File: src/rtl/qam_pkg.sv
// Shared definitions for the 64-QAM FIFO read scheduler: symbol width,
// the idle symbol used on starvation, and the scheduler state encoding.
package qam_pkg;

    localparam int SYM_WIDTH = 6;
    localparam logic [SYM_WIDTH-1:0] IDLE_SYMBOL = 6'b000000;

    typedef enum logic [2:0] {
        ST_IDLE    = 3'd0,
        ST_WAIT    = 3'd1,
        ST_READ    = 3'd2,
        ST_CAPTURE = 3'd3,
        ST_PRESENT = 3'd4
    } qam_state_e;

endpackage

File: src/rtl/qam_fifo_read_scheduler_if.sv
// Bus between the scheduler, the sync FIFO read side and the 64-QAM mapper.
//
// Symbol handshake: sym_data is transferred in a cycle where sym_valid and
// sym_ready are both high. Once sym_valid rises, sym_valid and sym_data stay
// stable until that transfer cycle; sym_ready may be asserted at any time and
// has no effect while sym_valid is low.
//
// FIFO side: fifo_read_enable is a single-cycle request; fifo_read_ack in the
// same cycle means the read was accepted and fifo_data carries the word on
// the following cycle.
interface qam_fifo_read_scheduler_if;
    import qam_pkg::*;

    logic                 fifo_read_enable;
    logic                 fifo_read_ack;
    logic                 fifo_empty;
    logic [SYM_WIDTH-1:0] fifo_data;
    logic [SYM_WIDTH-1:0] sym_data;
    logic                 sym_valid;
    logic                 sym_ready;

    // Scheduler side
    modport master (
        output fifo_read_enable,
        output sym_data,
        output sym_valid,
        input  fifo_read_ack,
        input  fifo_empty,
        input  fifo_data,
        input  sym_ready
    );

    // FIFO + mapper side
    modport slave (
        input  fifo_read_enable,
        input  sym_data,
        input  sym_valid,
        output fifo_read_ack,
        output fifo_empty,
        output fifo_data,
        output sym_ready
    );

endinterface

File: src/rtl/qam_symbol_tick_gen.sv
// Symbol-rate tick generator: a reloadable down-counter that fires one tick
// each time it reaches zero while counting, then reloads the period.
module qam_symbol_tick_gen #(
    parameter int RATE_WIDTH = 8
) (
    input  logic                  clk,
    input  logic                  rst_n,
    input  logic                  count_en_i,
    input  logic                  load_i,
    input  logic [RATE_WIDTH-1:0] rate_div_i,
    output logic                  tick_o
);

    logic [RATE_WIDTH-1:0] cnt_q;
    logic [RATE_WIDTH-1:0] cnt_d;

    // A tick is only produced while counting; a held or loading counter is silent.
    assign tick_o = count_en_i && (cnt_q == '0);

    // Next count: load wins, otherwise count down and reload on zero.
    always_comb begin
        cnt_d = cnt_q;
        if (load_i) begin
            cnt_d = rate_div_i;
        end else if (count_en_i) begin
            if (cnt_q == '0) begin
                cnt_d = rate_div_i;
            end else begin
                cnt_d = cnt_q - RATE_WIDTH'(1);
            end
        end
    end

    // Counter register.
    always_ff @(posedge clk or negedge rst_n) begin
        if (!rst_n) begin
            cnt_q <= '0;
        end else begin
            cnt_q <= cnt_d;
        end
    end

endmodule

File: src/rtl/qam_fifo_read_scheduler.sv
// Paces FIFO reads into the 64-QAM mapper at a programmable symbol rate.
// One read per symbol tick; the RAM word is captured the cycle after an
// accepted read and offered to the mapper. Starvation substitutes the idle
// symbol, pulses underrun and bumps a saturating counter.
module qam_fifo_read_scheduler
    import qam_pkg::*;
#(
    parameter int RATE_WIDTH = 8,
    parameter int CNT_WIDTH  = 16
) (
    input  logic                        clk,
    input  logic                        rst_n,
    input  logic                        enable,
    input  logic [RATE_WIDTH-1:0]       rate_div,
    qam_fifo_read_scheduler_if.master   bus,
    output logic                        underrun,
    output logic                        late,
    output logic [CNT_WIDTH-1:0]        underrun_count,
    output logic                        busy,
    output qam_state_e                  dbg_state
);

    qam_state_e           state_q, state_d;
    logic                 pending_q, pending_d;
    logic [SYM_WIDTH-1:0] sym_data_q, sym_data_d;
    logic                 sym_valid_q, sym_valid_d;
    logic                 underrun_q, underrun_d;
    logic [CNT_WIDTH-1:0] ucnt_q, ucnt_d;
    logic                 take_underrun;
    logic                 tick;
    logic                 tick_count_en;
    logic                 tick_load;

    // Counter runs only while enabled outside IDLE and is reloaded in IDLE.
    assign tick_count_en = enable && (state_q != ST_IDLE);
    assign tick_load     = (state_q == ST_IDLE);

    qam_symbol_tick_gen #(
        .RATE_WIDTH (RATE_WIDTH)
    ) u_tick_gen (
        .clk        (clk),
        .rst_n      (rst_n),
        .count_en_i (tick_count_en),
        .load_i     (tick_load),
        .rate_div_i (rate_div),
        .tick_o     (tick)
    );

    // The read request is a pure decode of READ, so it can never repeat or
    // overlap a presented symbol.
    assign bus.fifo_read_enable = (state_q == ST_READ);
    assign bus.sym_data         = sym_data_q;
    assign bus.sym_valid        = sym_valid_q;
    assign underrun             = underrun_q;
    assign underrun_count       = ucnt_q;
    assign busy                 = (state_q != ST_IDLE);
    assign dbg_state            = state_q;
    // A tick arriving on top of an unserved one is dropped and flagged.
    assign late                 = tick && pending_q;

    // Next-state, pending tracking, symbol register and underrun bookkeeping.
    always_comb begin
        state_d       = state_q;
        pending_d     = pending_q | tick;
        sym_data_d    = sym_data_q;
        sym_valid_d   = sym_valid_q;
        underrun_d    = 1'b0;
        ucnt_d        = ucnt_q;
        take_underrun = 1'b0;

        unique case (state_q)
            ST_IDLE: begin
                pending_d = 1'b0;
                if (enable) begin
                    state_d = ST_WAIT;
                end
            end
            ST_WAIT: begin
                if (!enable) begin
                    pending_d = 1'b0;
                    state_d   = ST_IDLE;
                end else if (pending_q || tick) begin
                    // A tick in this very cycle is served at once, which
                    // keeps tick-to-valid at three cycles.
                    pending_d = 1'b0;
                    if (!bus.fifo_empty) begin
                        state_d = ST_READ;
                    end else begin
                        take_underrun = 1'b1;
                    end
                end
            end
            ST_READ: begin
                if (bus.fifo_read_ack) begin
                    state_d = ST_CAPTURE;
                end else begin
                    take_underrun = 1'b1;
                end
            end
            ST_CAPTURE: begin
                sym_data_d  = bus.fifo_data;
                sym_valid_d = 1'b1;
                state_d     = ST_PRESENT;
            end
            ST_PRESENT: begin
                if (bus.sym_ready) begin
                    sym_valid_d = 1'b0;
                    if (enable) begin
                        state_d = ST_WAIT;
                    end else begin
                        pending_d = 1'b0;
                        state_d   = ST_IDLE;
                    end
                end
            end
            default: begin
                pending_d = 1'b0;
                state_d   = ST_IDLE;
            end
        endcase

        if (take_underrun) begin
            sym_data_d  = IDLE_SYMBOL;
            sym_valid_d = 1'b1;
            underrun_d  = 1'b1;
            if (ucnt_q != {CNT_WIDTH{1'b1}}) begin
                ucnt_d = ucnt_q + CNT_WIDTH'(1);
            end
            state_d = ST_PRESENT;
        end
    end

    // State and datapath registers.
    always_ff @(posedge clk or negedge rst_n) begin
        if (!rst_n) begin
            state_q     <= ST_IDLE;
            pending_q   <= 1'b0;
            sym_data_q  <= '0;
            sym_valid_q <= 1'b0;
            underrun_q  <= 1'b0;
            ucnt_q      <= '0;
        end else begin
            state_q     <= state_d;
            pending_q   <= pending_d;
            sym_data_q  <= sym_data_d;
            sym_valid_q <= sym_valid_d;
            underrun_q  <= underrun_d;
            ucnt_q      <= ucnt_d;
        end
    end

endmodule

File: src/flat_wrapper.sv
// flat-port wrapper written by rule: the top's interface ports become plain ports
module qam_fifo_read_scheduler_flat import qam_pkg::*;
#(
    parameter int RATE_WIDTH = 8,
    parameter int CNT_WIDTH  = 16
)
  (clk, rst_n, enable, rate_div, underrun, late, underrun_count, busy, dbg_state, bus_fifo_read_enable, bus_sym_data, bus_sym_valid, bus_fifo_read_ack, bus_fifo_empty, bus_fifo_data, bus_sym_ready);
  qam_fifo_read_scheduler_if bus_i ();
  input  logic clk;
  input  logic rst_n;
  input  logic enable;
  input  logic [RATE_WIDTH-1:0] rate_div;
  output logic underrun;
  output logic late;
  output logic [CNT_WIDTH-1:0] underrun_count;
  output logic busy;
  output qam_state_e dbg_state;
  output wire logic [$bits(bus_i.fifo_read_enable)-1:0] bus_fifo_read_enable;
  output wire logic [$bits(bus_i.sym_data)-1:0] bus_sym_data;
  output wire logic [$bits(bus_i.sym_valid)-1:0] bus_sym_valid;
  input wire logic [$bits(bus_i.fifo_read_ack)-1:0] bus_fifo_read_ack;
  input wire logic [$bits(bus_i.fifo_empty)-1:0] bus_fifo_empty;
  input wire logic [$bits(bus_i.fifo_data)-1:0] bus_fifo_data;
  input wire logic [$bits(bus_i.sym_ready)-1:0] bus_sym_ready;
  assign bus_fifo_read_enable = bus_i.fifo_read_enable;
  assign bus_sym_data = bus_i.sym_data;
  assign bus_sym_valid = bus_i.sym_valid;
  assign bus_i.fifo_read_ack = bus_fifo_read_ack;
  assign bus_i.fifo_empty = bus_fifo_empty;
  assign bus_i.fifo_data = bus_fifo_data;
  assign bus_i.sym_ready = bus_sym_ready;
  qam_fifo_read_scheduler #(.RATE_WIDTH(RATE_WIDTH), .CNT_WIDTH(CNT_WIDTH)) u_core (.clk(clk), .rst_n(rst_n), .enable(enable), .rate_div(rate_div), .bus(bus_i), .underrun(underrun), .late(late), .underrun_count(underrun_count), .busy(busy), .dbg_state(dbg_state));
endmodule
File: config.mk
export PLATFORM = sky130hd
export DESIGN_NAME = qam_fifo_read_scheduler_flat
export DESIGN_NICKNAME = d
export VERILOG_FILES = /design/src/rtl/qam_pkg.sv /design/src/rtl/qam_fifo_read_scheduler_if.sv /design/src/rtl/qam_symbol_tick_gen.sv /design/src/rtl/qam_fifo_read_scheduler.sv /design/src/flat_wrapper.sv
export SDC_FILE = /design/constraint.sdc
export NUM_CORES = 1
export LEC_CHECK = 0
export ABC_AREA = 1
export CORE_UTILIZATION = 35
export DETAILED_ROUTE_END_ITERATION = 16
export PLACE_DENSITY = 0.68
export SYNTH_ARGS = -nofsm -noshare
export SYNTH_HDL_FRONTEND = slang
export SYNTH_HIERARCHICAL = 1
export SYNTH_SLANG_ARGS = --single-unit
File: constraint.sdc
create_clock -name clk -period 3.5 [get_ports clk]
set_input_delay 0.7 -clock clk [delete_from_list [all_inputs] [get_ports clk]]
set_output_delay 0.7 -clock clk [all_outputs]
set_load 0.005 [all_outputs]
==> metrics.cfg <==
[cells_and_area]
layout-drive-gt1-share = 0.0970
finish.instance_area_um2 = 2930
insertedDiodeCount = 0
core_util_final = 0.487
finalNetCount = 393
multi_input_area_um2 = 1170
areaGrowthSynthToFinish_pct = 31.5
area.sequential_um2 = 901
final_cell_count_no_fill = 446
layout.filler_cells = 588

[timing]
max_slew_headroom = 0.681
max_slew.worst_pin.slew_ns = 0.479
timing.setup.tns_ns = 0
timing.hold.ws_ns = 0.480
final_max_slew_viol_count = 0
maxClockFrequency_mhz = 329
final_critical_path_setup_slack_ns = 0.459
timing.final.hold_violations = 0
min_period_ns = 3.04
finalClockSkew_ns = 0.00923
finalSetupViolations = 0
grt_setup_unrepaired = no
timing.final.crit_share = 0.869

[synthesis]
post_synth_instance_area_um2 = 2230
ys_top_cells_by_count = sky130_fd_sc_hd__nand2_1, sky130_fd_sc_hd__dfrtp_1, sky130_fd_sc_hd__inv_1, sky130_fd_sc_hd__nor2_1, sky130_fd_sc_hd__nand3_1
synth_largest_area_cell = sky130_fd_sc_hd__dfrtp_1
number_of_synthesized_flops_with_an_enable_pin = 0
synth_flop_cell = sky130_fd_sc_hd__dfrtp_1
synth_warnings = 6
count_of_distinct_cell_types_in_the_synthesized_netlist = 24
yosys_register_bits = 36
seq_area_frac_synth = 0.404
post_synth_inst_count = 314
synth_area_leaders = sky130_fd_sc_hd__dfrtp_1, sky130_fd_sc_hd__nand2_1, sky130_fd_sc_hd__inv_1
synth.top_cell.area_share = 0.404
synth.avg_cell_area_um2 = 7.10
synthesis.nets = 337
synth_most_common_cell = sky130_fd_sc_hd__nand2_1
async_flop_share = 1.00

[floorplan]
core_region_area_um2 = 6030
dieHeight_um = 81.8
io_pins = 50
design.die.area_um2 = 6690
die_w_um = 81.8
initial_utilization = 0.370
core.rowCount = 28

[clock_tree]
post-cts-setup-buffer-count = 0
cts_sinks = 36
numCtsBuffers = 5
cts_hold_repair.buffers = 0
clock_tree_from_tritoncts = yes
worstSkewPairLatency_ns = 0.29
cts_resized = 0
htree_levels = 2
clockRootBuffer = sky130_fd_sc_hd__clkbuf_8
ctsLongestPathBuffers = 2
clkTransAtPathRegs_ns = 0.07

[pwr]
power.density_nw_per_um2 = 699
worst_ir_drop_vdd_mv = 0.350
p_leak_nw = 1.45
finalPower_mw = 2.05

[critical_path]
cp.arrival_ns = 2.34
cp_max_fo = 5
required_arrival_time_at_the_worst_endpoint_ns = 2.80
cp-start-kind = primary input
critical_path_class = primary input to output pin
worstSetupEndpointType = output pin

[hold_path]
kind_of_path_behind_the_tightest_hold_check = flip-flop to flip-flop

[place]
place.gp.congestion = 0.829
placed_cells_incl_taps = 438
place.port_buffers = 49
placedInstanceArea_um2 = 2810
pre_cts_slack_ns = 0.459
detailedPlacementHpwl_um = 3500

[global_routing]
grt_pass1_wl_um = 8470
grtUsageTotal = 0.166
grt_pass1_vias = 1917
initial_antenna_violation_count = 0
grt_max_degree = 37
grt.overflow.total = 0

[routing]
post_drt_wl_per_cell_um = 11.2
post_drt_via_cell_ratio = 4.67
drt_pre_antenna_iters = 4
remaining_drc_errors = 0
totalWireLength_um = 4980
vias = 2082
drc_marker_count_from_the_first_detailed_route_iteration = 81
antenna_violating_nets_left = 0

[outcome]
status = finished clean

[run]
count_of_maximum_capacitance_violations = 0

-- critical path, cell delays in order --
cell and delay (ns):
sky130_fd_sc_hd__clkdlybuf4s50_1 0.50, sky130_fd_sc_hd__inv_1 0.10, sky130_fd_sc_hd__nor2_1 0.16, sky130_fd_sc_hd__nor3b_1 0.27, sky130_fd_sc_hd__nand2_1 0.08, sky130_fd_sc_hd__inv_1 0.05
sky130_fd_sc_hd__clkdlybuf4s50_1 0.48
-- cells by family after synthesis --
group / synth area share
AOI/OAI and AO/OA: 0.0612
xor gates and xnor gates: 0.0354
adders and majority gates: 0.0168
buffers and inverters: 0.0724
DFF: 0.404
and+or+nand+nor: 0.410
-- path summary, 6_finish.rpt --
path	startpoint	endpoint	slack, ns	cells after the start
worst max-delay path	enable	late	0.46	7
worst min-delay path	u_core/bus.sym_data[4]$_DFFE_PN0P_	u_core/bus.sym_data[4]$_DFFE_PN0P_	0.48	2
worst max register to register	u_core/dbg_state[0]$_DFFE_PN0P_	u_core/underrun_count[12]$_DFFE_PN0P_	1.26	14
worst min register to register	u_core/bus.sym_data[4]$_DFFE_PN0P_	u_core/bus.sym_data[4]$_DFFE_PN0P_	0.48	2
max in group asynchronous	rst_n	u_core/underrun_count[9]$_DFFE_PN0P_	2.32	2
min in group asynchronous	rst_n	u_core/u_tick_gen/cnt_q[6]$_DFFE_PN0P_	0.83	2
-- cells in the final DEF, fill, tap and decap left out, drive strengths merged --
master / netlist / layout
nand2: 141 / 141
o21bai: 1 / 1
xor2: 5 / 5
nor3b: 1 / 1
dfrtp: 36 / 36
ha: 3 / 3
o21ai: 16 / 16
nand3: 19 / 19
clkdlybuf4s50: 0 / 49
buf: 2 / 2
a21oi: 1 / 1
nand4: 6 / 6
o22ai: 1 / 1
clkbuf: 0 / 7
bufinv: 0 / 1
nand3b: 1 / 1
nor2: 40 / 40
inv: 37 / 37
xnor2: 4 / 4
-- power by group --
group          switching [mW]  total [mW]  internal [mW]
combinational           0.547       0.977          0.430
clock                   0.154       0.406          0.251
sequential              0.118       0.667          0.549
-- sequential cells by signal, indices dropped and copies added (netlist names) --
register                 count
u_core/pending_q             1
u_core/dbg_state             3
u_core/u_tick_gen/cnt_q      8
u_core/bus.sym_valid         1
u_core/bus.sym_data          6
u_core/underrun_count       16
u_core/underrun              1
-- metal layers --
| metal | wire length [µm] | vias up | global-route usage |
|---|---|---|---|
| met5 | 0 | - | 0 |
| met4 | 75 | 0 | 0.0614 |
| met3 | 222 | 9 | 0.0344 |
| met2 | 2260 | 50 | 0.278 |
| met1 | 2420 | 944 | 0.208 |
| li1 | - | 1079 | - |
-- layout make-up --
| type | instances | area share |
|---|---|---|
| clock buffers | 7 | 0.0328 |
| multi-input cells | 239 | 0.398 |
| repair buffers | 51 | 0.172 |
| well taps | 75 | 0.0320 |
| flip-flops and latches | 36 | 0.307 |
| clock inverters | 1 | 0.0102 |
| inverters | 37 | 0.0474 |
(Power assumes the default switching activity.)
